### config.mk
export PLATFORM = sky130hd
export DESIGN_NAME = imem_stream_loader
export DESIGN_NICKNAME = d
export VERILOG_FILES = /design/src/rtl/imem_loader_pkg.sv /design/src/rtl/byte_packer.sv /design/src/rtl/imem_stream_loader.sv
export SDC_FILE = /design/constraint.sdc
export NUM_CORES = 1
export LEC_CHECK = 0
export BUFFER_PORTS_ARGS = -buffer_cell sky130_fd_sc_hd__buf_2
export CAP_MARGIN = 0
export CORE_MARGIN = 8
export CORE_UTILIZATION = 45
export CTS_CLUSTER_SIZE = 40
export DETAILED_ROUTE_END_ITERATION = 10
export PLACE_DENSITY = 0.7
export RECOVER_POWER = 50
export SLEW_MARGIN = 20
export SYNTH_ARGS = -nofsm -noshare
export SYNTH_HDL_FRONTEND = slang
export SYNTH_SLANG_ARGS = --single-unit
### constraint.sdc
create_clock -name clk -period 4.16 [get_ports clk]
set_clock_uncertainty 0.15 [all_clocks]
set_input_delay 0.624 -clock clk [delete_from_list [all_inputs] [get_ports clk]]
set_output_delay 0.624 -clock clk [all_outputs]
set_load 0.005 [all_outputs]
### src/rtl/imem_loader_pkg.sv
// Shared types and constants for the instruction-memory stream loader.
package imem_loader_pkg;

    localparam int unsigned DEFAULT_ADDR_W = 8;
    localparam int unsigned BYTES_PER_WORD = 4;

    typedef enum logic [2:0] {
        IDLE,
        LOAD,
        FLUSH,
        DONE,
        ERROR
    } state_t;

endpackage

### src/rtl/byte_packer.sv
// Packs accepted bytes big-endian into a 32-bit word; byte 0 of each word is the MSB.
module byte_packer
    import imem_loader_pkg::*;
(
    input  logic        clk,
    input  logic        reset,
    input  logic        accept,
    input  logic        clear,
    input  logic        last,
    input  logic [7:0]  data,
    output logic        word_valid_c,
    output logic [31:0] word_c
);

    localparam int unsigned IDX_W = $clog2(BYTES_PER_WORD);

    logic [IDX_W-1:0] idx;
    logic [31:0]      acc;
    logic [31:0]      lane_c;

    // Unfilled low bytes stay zero because acc is cleared after every word.
    always_comb begin
        lane_c       = {24'b0, data} << {~idx, 3'b000};
        word_c       = acc | lane_c;
        word_valid_c = accept & (last | (idx == IDX_W'(BYTES_PER_WORD - 1)));
    end

    always_ff @(posedge clk) begin
        if (reset || clear) begin
            idx <= '0;
            acc <= '0;
        end else if (accept) begin
            if (word_valid_c) begin
                idx <= '0;
                acc <= '0;
            end else begin
                idx <= idx + IDX_W'(1);
                acc <= word_c;
            end
        end
    end

endmodule

### src/rtl/imem_stream_loader.sv
// Streams a program into instruction memory word by word and holds the core
// stalled until the final word has landed.
module imem_stream_loader
    import imem_loader_pkg::*;
#(
    parameter int unsigned ADDR_W = DEFAULT_ADDR_W
) (
    input  logic              clk,
    input  logic              reset,
    input  logic              start,
    input  logic              in_valid,
    input  logic [7:0]        in_data,
    input  logic              in_last,
    output logic              in_ready,
    output logic              mem_we,
    output logic [ADDR_W-1:0] mem_addr,
    output logic [31:0]       mem_wdata,
    output logic [ADDR_W-2:0] word_count,
    output logic              cpu_run,
    output logic              load_done,
    output logic              error
);

    localparam int unsigned PTR_W = ADDR_W - 2;
    localparam int unsigned CNT_W = ADDR_W - 1;
    localparam int unsigned WORDS = 2 ** PTR_W;

    state_t           state;
    logic [PTR_W-1:0] wr_ptr;
    logic             full_c;
    logic             accept_c;
    logic             overflow_c;
    logic             begin_c;
    logic             word_valid_c;
    logic [31:0]      word_c;

    // A byte arriving with memory already full is an overflow and never reaches the packer.
    assign full_c     = (word_count == CNT_W'(WORDS));
    assign accept_c   = in_valid & in_ready & ~full_c;
    assign overflow_c = in_valid & in_ready & full_c;
    assign begin_c    = start & ((state == IDLE) | (state == DONE));

    byte_packer u_packer (
        .clk          (clk),
        .reset        (reset),
        .accept       (accept_c),
        .clear        (begin_c),
        .last         (in_last),
        .data         (in_data),
        .word_valid_c (word_valid_c),
        .word_c       (word_c)
    );

    always_ff @(posedge clk) begin
        if (reset) begin
            state      <= IDLE;
            in_ready   <= 1'b0;
            mem_we     <= 1'b0;
            mem_addr   <= '0;
            mem_wdata  <= '0;
            word_count <= '0;
            wr_ptr     <= '0;
            cpu_run    <= 1'b0;
            load_done  <= 1'b0;
            error      <= 1'b0;
        end else begin
            mem_we <= 1'b0;
            case (state)
                IDLE, DONE: begin
                    if (begin_c) begin
                        state      <= LOAD;
                        in_ready   <= 1'b1;
                        word_count <= '0;
                        wr_ptr     <= '0;
                        cpu_run    <= 1'b0;
                        load_done  <= 1'b0;
                    end
                end
                LOAD: begin
                    if (overflow_c) begin
                        state    <= ERROR;
                        in_ready <= 1'b0;
                        error    <= 1'b1;
                    end else if (word_valid_c) begin
                        mem_we     <= 1'b1;
                        mem_addr   <= {wr_ptr, 2'b00};
                        mem_wdata  <= word_c;
                        wr_ptr     <= wr_ptr + PTR_W'(1);
                        word_count <= word_count + CNT_W'(1);
                        if (in_last) begin
                            state    <= FLUSH;
                            in_ready <= 1'b0;
                        end
                    end
                end
                // One cycle of slack so cpu_run rises only after the last write.
                FLUSH: begin
                    state     <= DONE;
                    cpu_run   <= 1'b1;
                    load_done <= 1'b1;
                end
                ERROR: begin
                    state <= ERROR;
                end
                default: begin
                    state <= IDLE;
                end
            endcase
        end
    end

endmodule

Word level (Yosys, flattened, before mapping). Index checks and enable logic that the tools add are counted.

Flip-flop bits (word level): 92. Bits of input ports: 13. Word-level logic and storage cells: 73.

Add/sub/neg operators: 3. Eq/ne operators: 11. Shifts and indexed selects: 1. Mux-type cells: 23. Bitwise logic cells: 12. Reduce and logical (&&, ||, !) cells: 12.

Operators with widths (number): $mux 32 (1); $or 32x32->32 (1); $shl 8x5->32 (1); $mux 7 (3); $mux 6 (3); $pmux 7 s2 (1); $mux 3 (4); $pmux 3 s4 (1); $pmux 6 s2 (1); $reduce_and 4->1 (2); $add 7x1->7 const B (1); $eq 7x7->1 const B (1); $add 6x1->6 const B (1); $eq 3x2->1 const B (2); $mux 1 (6); $reduce_and 3->1 (2); $and 1x1->1 (5); $ne 2x1->1 const B (2); $pmux 1 s2 (2); $reduce_and 2->1 (2); $reduce_bool 2->1 (2); $eq 3x1->1 const B (1); $eq 3x3->1 const B (1); $logic_not 3->1 (1); other kinds (12) (15).

Depth between registers and ports, before layout. Gate-level depths: netlist of the first run.

Depth in word-level cells: 7. Gate-level depth with buffers: 9.

By module. Synthesis of the first run repeated with hierarchy kept, for this count alone.

Cells, all modules: 478. Area total of the unflattened synthesis: 4230.3 µm².

By module, submodules not included: imem_stream_loader (times used 1, cells an instance 283, area each 2364.8 µm²); byte_packer (times used 1, cells an instance 195, area each 1865.5 µm²).

Worst setup path before layout of the first run. Ideal clock, no wire load.

Path kind: in2reg. Start: in reset. End: reg word_count[3]. Arrival: 1.701 ns. Data required time: 3.936 ns. Setup slack: 2.235 ns. Stages: 3. Path through: or4b_2 > or2_2 > a31oi_1.

RTL lines: from (decl) (line imem_stream_loader.sv:9) `input logic reset,`; to (signal assigned) (line imem_stream_loader.sv:89) `word_count <= word_count + CNT_W'(1);`; to (decl) (line imem_stream_loader.sv:18) `output logic [ADDR_W-2:0] word_count,`.

Worst setup path in the final report of the first run.
Start: reg state[0]. End: reg mem_wdata[8].

Cells in the longest elaborated chain, start to end: 2.

RTL lines: from (decl) (line imem_stream_loader.sv:28) `state_t state;`; from (signal assigned) (line imem_stream_loader.sv:56) `state <= IDLE;`; from (signal assigned) (line imem_stream_loader.sv:71) `state <= LOAD;`; from (signal assigned) (line imem_stream_loader.sv:81) `state <= ERROR;`; $eq 3x1->1 (line imem_stream_loader.sv:68) `case (state)`; $reduce_and 3->1 (no source line); to (signal assigned) (line imem_stream_loader.sv:87) `mem_wdata <= word_c;`; to (decl) (line imem_stream_loader.sv:17) `output logic [31:0] mem_wdata,`.

No other way between the ends. A chain may end at the register's enable or synchronous reset.

==> impl_metrics.env, run 1 <==
export IMPL_synth_seq_area_share=0.487
export IMPL_grt_pass1_vias=2892
export IMPL_violations="capacitance limit, slew limit"
export IMPL_end_kind="flip-flop"
export IMPL_max_freq_mhz=346
export IMPL_netlist_instances=404
export IMPL_critPathMaxFanout=34
export IMPL_cts_setup_buffers=0
export IMPL_drt_initial_drc_count=192
export IMPL_route_vias_total=3005
export IMPL_wl_per_cell_um=15.0
export IMPL_insertion_delay_ns=0.36
export IMPL_place_congestion=0.871
export IMPL_core_area_um2=8180
export IMPL_p_leak_nw=1.41
export IMPL_htreeDepth=3
export IMPL_fin_crit_ns=2.89
export IMPL_hold_ws_ns=0.323
export IMPL_max_slew_margin=-0.0380
export IMPL_drive_above_1_share=0.172
export IMPL_ioPinCount=65
export IMPL_hold_end="u_packer.acc[19]"
export IMPL_drc=0
export IMPL_synth_xor_xnor_area_share=0.00232
export IMPL_dp_hpwl_mm=5.62
export IMPL_synth_edf_count=0
export IMPL_synth_compound_area_frac=0.260
export IMPL_synthMuxAreaShare=0.0212
export IMPL_antenna_found_initial=0
export IMPL_cts_sinks=92
export IMPL_cp_start_kind="flip-flop"
export IMPL_die_h_um=108
export IMPL_fin_crit_sh=0.694
export IMPL_synthFlopType="dfxtp_1"
export IMPL_syn_area_um2=3780
export IMPL_r2r_start="state[0]"
export IMPL_areaGrowthSynthToFinish_pct=9.37
export IMPL_cts_hold_buf=0
export IMPL_post_cts_resize_count=0
export IMPL_cts_inserted_buffers=9
export IMPL_finalHoldViolCount=0
export IMPL_r2r_slack_ns=1.27
export IMPL_synth_top_family_by_area="compound AO/OA/AOI/OAI gates"
export IMPL_synth_warnings=0
export IMPL_start_util=0.462
export IMPL_cp_arrival_ns=3.01
export IMPL_clock_tree_buffer_depth=2
export IMPL_r2r_worst_path_cells=5
export IMPL_clockPowerShare=0.355
export IMPL_drtAntennaViolNets=0
export IMPL_die_w_um=108
export IMPL_grt_pass1_wl_mm=13.9
export IMPL_hold_path_class="flip-flop to flip-flop"
export IMPL_placed_area_um2=4040
export IMPL_viasPerCell=5.44
export IMPL_switching_share=0.262
export IMPL_drv_cap=2
export IMPL_row_count=33
export IMPL_ir_drop_uv=173
export IMPL_min_from="u_packer.acc[19]"
export IMPL_finalMaxSlewViolations=63
export IMPL_timing_worst_setup_path_type="flip-flop to flip-flop"
export IMPL_p_comb_frac=0.067
export IMPL_port_buffers=62
export IMPL_p_total_w=0.00155
export IMPL_worstPathRequired_ns=4.29
export IMPL_worstMarginPinSlew_ns=1.56
export IMPL_grtUsageTotal=0.148
export IMPL_clk_pin_slew_worst_paths_ns=0.10
export IMPL_min_delay_path_depth=2
export IMPL_antenna_cells=0
export IMPL_routed_wl_mm=8.29
export IMPL_drtPass1Iterations=4
export IMPL_yosys_area_share_adder=0.0132
export IMPL_fin_nets=459
export IMPL_root_buffer="clkbuf_8"
export IMPL_fin_setup_tns_ns=0
export IMPL_seq_power_share=0.578
export IMPL_synth_distinct_cells=38
export IMPL_final_area_um2=4130
export IMPL_tritoncts="yes"
export IMPL_rsz0062_at_grt="no"
export IMPL_power_internal_w=0.00115
export IMPL_dieArea_um2=11600
export IMPL_async_flop_share=0
export IMPL_synth_seq_cells=92
export IMPL_p_per_area_nw_per_um2=376
export IMPL_status="finished, violations left"
export IMPL_syn_avg_cell_area_um2=9.35
export IMPL_timing_rr_end="mem_wdata[8]"
export IMPL_grt_overflow=0
export IMPL_grt_max_degree=42
export IMPL_power_switching_w=0.000408
export IMPL_utilization=0.506
export IMPL_synthSimpleGateAreaFrac=0.153
export IMPL_finalSetupViolations=0
==> synthesized netlist by cell type (5+ instances only) <==
library cell,count,share of area
buf_4,6,0.012
a211oi_2,33,0.11
a31oi_1,43,0.071
dfxtp_1,92,0.49
clkbuf_1,13,0.013
mux2i_1,8,0.021
buf_2,6,0.0079
nand3_1,7,0.0093
a21oi_1,41,0.054
or2_2,5,0.0083
buf_1,10,0.0099
nand2_1,8,0.0079
nor2b_1,6,0.0099
nor2_1,80,0.079
==> power groups by stage <==
| stage | Combinational, W | Sequential (W) | Clock (W) |
|---|---|---|---|
| floorplan | 0.0000812 | 0.000919 | 0 |
| global placement | 0.000106 | 0.000919 | 0 |
| detailed placement | 0.000108 | 0.000919 | 0 |
| CTS | 0.000109 | 0.000898 | 0.000567 |
| global route | 0.000117 | 0.000901 | 0.000610 |
| finish | 0.000105 | 0.000899 | 0.000551 |
==> metal layers <==
layer,vias to the layer above,global-route usage,wire [um]
met1,1406,0.186,3810
met4,0,0.0456,61
met5,-,0,0
met2,85,0.234,3870
met3,6,0.0461,539
li1,1508,-,-
==> cell usage in the layout, fill, tap and decap left out, types with 2 or more instances in the layout <==
cell type,instances
nand3_1,7
a41oi_1,4
buf_4,2
clkbuf_8,9
nand2b_1,3
inv_1,4
a211oi_1,8
a211oi_2,25
clkinvlp_4,4
nor2b_1,6
buf_2,24
or3_1,2
and2_1,2
a31oi_1,43
nor2_1,80
conb_1,2
nand2_1,8
or2_2,5
a21oi_1,41
o21ai_0,2
nor3_1,3
mux2i_1,8
ha_1,4
and3_1,3
clkbuf_1,39
dfxtp_1,92
inv_6,2
==> critical path: stages (launching register included) <==
cell and delay [ns]:
dfxtp_1 0.46, or3b_1 0.44, a211oi_4 0.20, clkbuf_1 1.16, nor2_1 0.14, a211oi_2 0.25
==> state kept, by name, indices dropped and copies added (netlist names) <==
| signal | cells |
|---|---|
| state | 3 |
| mem_addr | 6 |
| in_ready | 1 |
| mem_we | 1 |
| error | 1 |
| word_count | 7 |
| u_packer.idx | 2 |
| wr_ptr | 6 |
| mem_wdata | 32 |
| u_packer.acc | 32 |
| load_done | 1 |
==> final cells by class <==
class	instances	area [um2]
clock buffers	9	124
clock inverters	7	58.8
fillers	817	4040
inverters	4	15.0
multi-input cells	269	1680
flip-flops and latches	92	1840
well taps	105	131
repair buffers	66	285
==> kinds of logic after synthesis <==
family / after synthesis
AOI/OAI and AO/OA: 129
and+or+nand+nor: 125
DFF: 92
buffers and inverters: 44
muxes: 8
adders and majority gates: 4
other: 1
xor gates and xnor gates: 1
==> how the worst max path moves through the flow <==
stage / from / to / slack (ns) / cells after the start
after global routing: word_count[0] / mem_wdata[21] / 0.94 / 7
after detailed placement: start / u_packer.acc[3] / 1.62 / 5
after CTS: word_count[0] / word_count[5] / 1.71 / 7
after global placement: in_last / word_count[6] / 1.70 / 6
after floorplan: reset / word_count[3] / 2.23 / 3
final: state[0] / mem_wdata[8] / 1.27 / 5
==> through the flow <==
step,std cells,worst slack (ns)
final,552,1.27
after CTS,552,1.71
after global placement,536,1.70
after global routing,552,0.941
after detailed placement,536,1.62
after floorplan,405,2.23
No activity file was read; power rests on OpenSTA's default activity.
==> inputs of run 2 (changes only) <==
==> constraint.sdc (replaced) <==
create_clock -name clk -period 2.9 [get_ports clk]
set_clock_uncertainty 0.15 [all_clocks]
set_input_delay 0.435 -clock clk [delete_from_list [all_inputs] [get_ports clk]]
set_output_delay 0.435 -clock clk [all_outputs]
set_load 0.005 [all_outputs]
==> run 2 against run 1 <==
Effect of this change:
- the run now ends clean
- global-route usage grew 0.13 points
- routed wire length grew 2.8%
- via count grew 0.97%
- worst hold slack lost 0.16 ns
- die area is the same
- design area grew 2.2%
- critical endpoint is now mem_addr[4]
- largest cell class unchanged
- largest power group unchanged
- highest routed layer unchanged
==> impl_metrics.env, run 2 (same netlist as run 1, synthesis figures left out) <==
export IMPL_dieArea_um2=11600
export IMPL_fin_nets=463
export IMPL_worstMarginPinSlew_ns=0.748
export IMPL_cts_inserted_buffers=9
export IMPL_grt_overflow=0
export IMPL_antenna_cells=0
export IMPL_multi_input_area_um2=1700
export IMPL_insertion_delay_ns=0.36
export IMPL_fin_crit_ns=2.31
export IMPL_drv_cap=0
export IMPL_regArea_um2=1840
export IMPL_final_common_cell="dfxtp_1"
export IMPL_post_cts_resize_count=0
export IMPL_cts_sinks=92
export IMPL_route_vias_total=3034
export IMPL_finalHoldViolCount=0
export IMPL_tritoncts="yes"
export IMPL_grt_pass1_wl_mm=13.9
export IMPL_routed_wl_mm=8.52
export IMPL_drtAntennaViolNets=0
export IMPL_end_kind="flip-flop"
export IMPL_drc=0
export IMPL_grt_max_degree=68
export IMPL_timing_worst_setup_path_type="flip-flop to flip-flop"
export IMPL_final_cell_mix="dfxtp_1 (92), nor2_1 (80), a31oi_1 (43)"
export IMPL_areaGrowthSynthToFinish_pct=11.8
export IMPL_drtPass1Iterations=4
export IMPL_max_stage_delay_ns=0.52
export IMPL_finalMaxSlewViolations=0
export IMPL_fin_setup_tns_ns=0
export IMPL_max_freq_mhz=432
export IMPL_root_buffer="clkbuf_8"
export IMPL_drive_above_1_share=0.197
export IMPL_wl_per_cell_um=15.3
export IMPL_worstPathRequired_ns=2.98
export IMPL_crit_chain="inv_1 -> ha_1 -> nor4b_4 -> a211oi_1 -> clkbuf_1 -> mux2i_1 -> nor2_1"
export IMPL_p_per_area_nw_per_um2=554
export IMPL_cpMaxStageDelayCell="a211oi_1"
export IMPL_fin_crit_sh=0.798
export IMPL_place_congestion=0.842
export IMPL_crit_buf_inv=2
export IMPL_core_area_um2=8180
export IMPL_dp_hpwl_mm=5.58
export IMPL_path_delay_family="compound AO/OA/AOI/OAI gates"
export IMPL_cts_hold_buf=0
export IMPL_row_count=33
export IMPL_antenna_found_initial=0
export IMPL_finalSetupViolations=0
export IMPL_status="complete, no violations"
export IMPL_grtUsageTotal=0.149
export IMPL_max_slew_margin=0.501
export IMPL_drt_initial_drc_count=168
export IMPL_top_regs="mem_wdata: 32 flops, u_packer.acc: 32 flops, word_count: 7 flops"
export IMPL_die_w_um=108
export IMPL_clk_pin_slew_worst_paths_ns=0.09
export IMPL_utilization=0.517
export IMPL_ioPinCount=65
export IMPL_port_buffers=62
export IMPL_viasPerCell=5.46
export IMPL_htreeDepth=3
export IMPL_n_fill_cell=804
export IMPL_p_leak_nw=1.47
export IMPL_grt_pass1_vias=2847
export IMPL_start_util=0.462
export IMPL_die_h_um=108
export IMPL_cp_start_kind="flip-flop"
export IMPL_critPathMaxFanout=7
export IMPL_cts_setup_buffers=0
export IMPL_rsz0062_at_grt="no"
export IMPL_hold_path_class="input port to flip-flop"
export IMPL_ir_drop_uv=234
export IMPL_clock_tree_buffer_depth=2
export IMPL_cp_arrival_ns=2.39
==> run 2: cell types whose count changed in the layout (fill, tap and decap cells not counted), sizes merged <==
cell	delta
buf	+4
bufinv	+1
clkbuf	+1
clkinv	+3
clkinvlp	-4
inv	-1
==> run 2: power by group <==
group          total (W)  switching [W]  internal [W]  leakage, nW
Sequential       0.00129      0.0000110       0.00128        0.743
Combinational   0.000157       0.000108     0.0000490        0.621
Clock           0.000894       0.000464      0.000430        0.107
==> run 2: through the flow <==
stage	total power [W]	hold slack, ns	setup slack [ns]	instances	instance area (um2)
2_1_floorplan	0.00143	0.288	1.08	405	3780
3_3_place_gp	0.00148	0.298	0.841	540	4080
3_5_place_dp	0.00148	0.305	0.767	540	4080
4_1_cts	0.00237	0.142	0.745	556	4290
5_1_grt	0.00243	0.162	0.402	556	4230
6_report	0.00234	0.161	0.586	556	4230
==> run 2: layout make-up <==
| type | instances | share of cell area |
|---|---|---|
| clock buffer | 10 | 0.0326 |
| clock inverter | 6 | 0.0166 |
| inverter | 4 | 0.00355 |
| multi-input combinational | 269 | 0.402 |
| sequential | 92 | 0.436 |
| tap | 105 | 0.0311 |
| timing repair buffer | 70 | 0.0782 |
==> run 2: layer usage <==
metal  vias up  track usage  share of wire
met5         -            0              0
li1       1525            -              -
met1      1418        0.189           0.46
met2        82        0.230           0.46
met3         9       0.0371          0.065
met4         0       0.0714          0.014
==> run 2: worst register-to-register path, delay by kind of cell (launching register included) <==
kind | cells | cell delay, ns
simple gates | 2 | 0.20
flops | 1 | 0.38
compound gates | 1 | 0.52
buf+inv | 2 | 0.51
mux | 1 | 0.24
fa+ha+maj | 1 | 0.19
==> run 2: worst paths after layout <==
path,from,endpoint,slack [ns],cells after the start
setup / recovery,word_count[0],mem_addr[4],0.59,7
hold / removal,reset,error,0.16,2
setup reg to reg,word_count[0],mem_addr[4],0.59,7
hold reg to reg,u_packer.acc[5],u_packer.acc[5],0.32,2
==> inputs of run 3 (changes only) <==
==> constraint.sdc (replaced) <==
create_clock -name clk -period 2.15 [get_ports clk]
set_clock_uncertainty 0.15 [all_clocks]
set_input_delay 0.3225 -clock clk [delete_from_list [all_inputs] [get_ports clk]]
set_output_delay 0.3225 -clock clk [all_outputs]
set_load 0.005 [all_outputs]
==> run 3 against run 2 <==
Effect of this change:
- design area up 3.3%
- highest routed layer unchanged
- sequential share of layout area down 1.3 points
- maximum frequency up 15%
- critical endpoint is now mem_wdata[0]
==> impl_metrics.env, run 3 (same netlist as run 1, synthesis figures left out) <==
export IMPL_path_delay_family="compound AO/OA/AOI/OAI gates"
export IMPL_worstPathRequired_ns=2.28
export IMPL_worstMarginPinSlew_ns=0.911
export IMPL_final_common_cell="dfxtp_1"
export IMPL_seq_power_share=0.557
export IMPL_fin_crit_ns=2.01
export IMPL_clock_tree_buffer_depth=2
export IMPL_drive_above_1_share=0.225
export IMPL_timing_worst_setup_path_type="flip-flop to flip-flop"
export IMPL_grt_max_degree=36
export IMPL_root_buffer="clkbuf_8"
export IMPL_switching_share=0.266
export IMPL_min_delay_path_depth=2
export IMPL_utilization=0.534
export IMPL_cts_sinks=92
export IMPL_grt_overflow=0
export IMPL_grt_pass1_vias=2957
export IMPL_fin_nets=475
export IMPL_viasPerCell=5.40
export IMPL_die_w_um=108
export IMPL_ioPinCount=65
export IMPL_routed_wl_mm=8.70
export IMPL_worst_slack_ns=0.143
export IMPL_core_area_um2=8180
export IMPL_clockPowerShare=0.370
export IMPL_crit_buf_inv=2
export IMPL_drv_cap=0
export IMPL_wl_per_cell_um=15.3
export IMPL_antenna_found_initial=0
export IMPL_grtUsageTotal=0.151
export IMPL_status="complete, no violations"
export IMPL_fin_setup_tns_ns=0
export IMPL_r2r_worst_path_cells=6
export IMPL_grt_pass1_wl_mm=14.3
export IMPL_cp_arrival_ns=2.13
export IMPL_drtPass1Iterations=4
export IMPL_critPathMaxFanout=21
export IMPL_port_buffers=62
export IMPL_final_cell_mix="dfxtp_1 (89), nor2_1 (80), a31oi_1 (43)"
export IMPL_row_count=33
export IMPL_ir_drop_uv=351
export IMPL_hold_ws_ns=0.0888
export IMPL_max_stage_delay_ns=0.46
export IMPL_p_comb_frac=0.073
export IMPL_finalHoldViolCount=0
export IMPL_end_kind="flip-flop"
export IMPL_p_per_area_nw_per_um2=715
export IMPL_place_congestion=0.850
export IMPL_hold_path_class="input port to flip-flop"
export IMPL_drt_initial_drc_count=136
export IMPL_dieArea_um2=11600
export IMPL_power_switching_w=0.000830
export IMPL_antenna_cells=0
export IMPL_clk_pin_slew_worst_paths_ns=0.09
export IMPL_finalSetupViolations=0
export IMPL_pre_cts_slack_ns=0.0891
export IMPL_rsz0062_at_grt="no"
export IMPL_dp_cells=548
export IMPL_n_fill_cell=764
export IMPL_max_slew_margin=0.390
export IMPL_finalMaxSlewViolations=0
export IMPL_htreeDepth=3
export IMPL_cp_common_cell="buf_12"
export IMPL_p_leak_nw=1.53
export IMPL_top_regs="mem_wdata: 32 flops, u_packer.acc: 32 flops, word_count: 7 flops"
export IMPL_cts_inserted_buffers=9
export IMPL_instances_no_fill=568
export IMPL_insertion_delay_ns=0.36
export IMPL_route_vias_total=3067
export IMPL_drc=0
export IMPL_crit_chain="or3b_1 -> a211oi_4 -> buf_12 -> buf_12 -> nor2_1 -> a211oi_2"
export IMPL_cpMaxStageDelayCell="or3b_1"
export IMPL_cts_hold_buf=0
export IMPL_start_util=0.462
export IMPL_cp_start_kind="flip-flop"
export IMPL_r2r_slack_ns=0.14
export IMPL_power_internal_w=0.00229
export IMPL_areaGrowthSynthToFinish_pct=15.5
export IMPL_regArea_um2=1850
export IMPL_crit_cells=6
export IMPL_max_freq_mhz=498
export IMPL_tritoncts="yes"
export IMPL_dp_hpwl_mm=5.92
export IMPL_drtAntennaViolNets=0
export IMPL_fin_crit_sh=0.933
export IMPL_multi_input_area_um2=1720
export IMPL_die_h_um=108
-- run 3: what timing repair did --
action                     in CTS  in global routing
setup buffers                   0                  4
gates resized for setup         0                  5
setup endpoints to repair       0                 22
-- run 3: final cells by class --
type                       instances  share of cell area
clock inverter                     6              0.0143
clock buffer                      10              0.0315
inverter                           4             0.00344
tap                              105              0.0301
multi-input combinational        269               0.393
timing repair buffer              82               0.104
sequential                        92               0.423
-- run 3: through the flow --
| step | total power [W] | area, um2 |
|---|---|---|
| 5_1_grt | 0.00324 | 4360 |
| 3_3_place_gp | 0.00201 | 4190 |
| 2_1_floorplan | 0.00193 | 3780 |
| 6_report | 0.00312 | 4360 |
| 3_5_place_dp | 0.00201 | 4190 |
| 4_1_cts | 0.00316 | 4390 |
-- run 3: routing by layer --
metal  wire (um)  share of wire  track usage
met4          78         0.0090       0.0446
met3         498          0.057       0.0455
met1        4020           0.46        0.190
met5           0              0            0
met2        4100           0.47        0.243
-- run 3: power by group through the flow --
stage / combinational (W) / sequential (W) / clock, W
final: 0.000229 / 0.00174 / 0.00115
after global placement: 0.000231 / 0.00178 / 0
after global routing: 0.000252 / 0.00174 / 0.00124
after floorplan: 0.000157 / 0.00178 / 0
after CTS: 0.000236 / 0.00174 / 0.00119
after detailed placement: 0.000235 / 0.00178 / 0
-- run 3: worst register-to-register path, delay by kind of cell (launching register included) --
kind / cells / cell delay (ns)
AOI/OAI and AO/OA: 2 / 0.53
and+or+nand+nor: 2 / 0.52
DFF: 1 / 0.37
buffers and inverters: 2 / 0.36
-- run 3: path summary, 6_finish.rpt --
| kind | start | end |
|---|---|---|
| setup reg to reg | state[1] | mem_wdata[0] |
| hold / removal | reset | load_done |
| hold reg to reg | u_packer.acc[25] | u_packer.acc[25] |
| setup / recovery | state[1] | mem_wdata[0] |
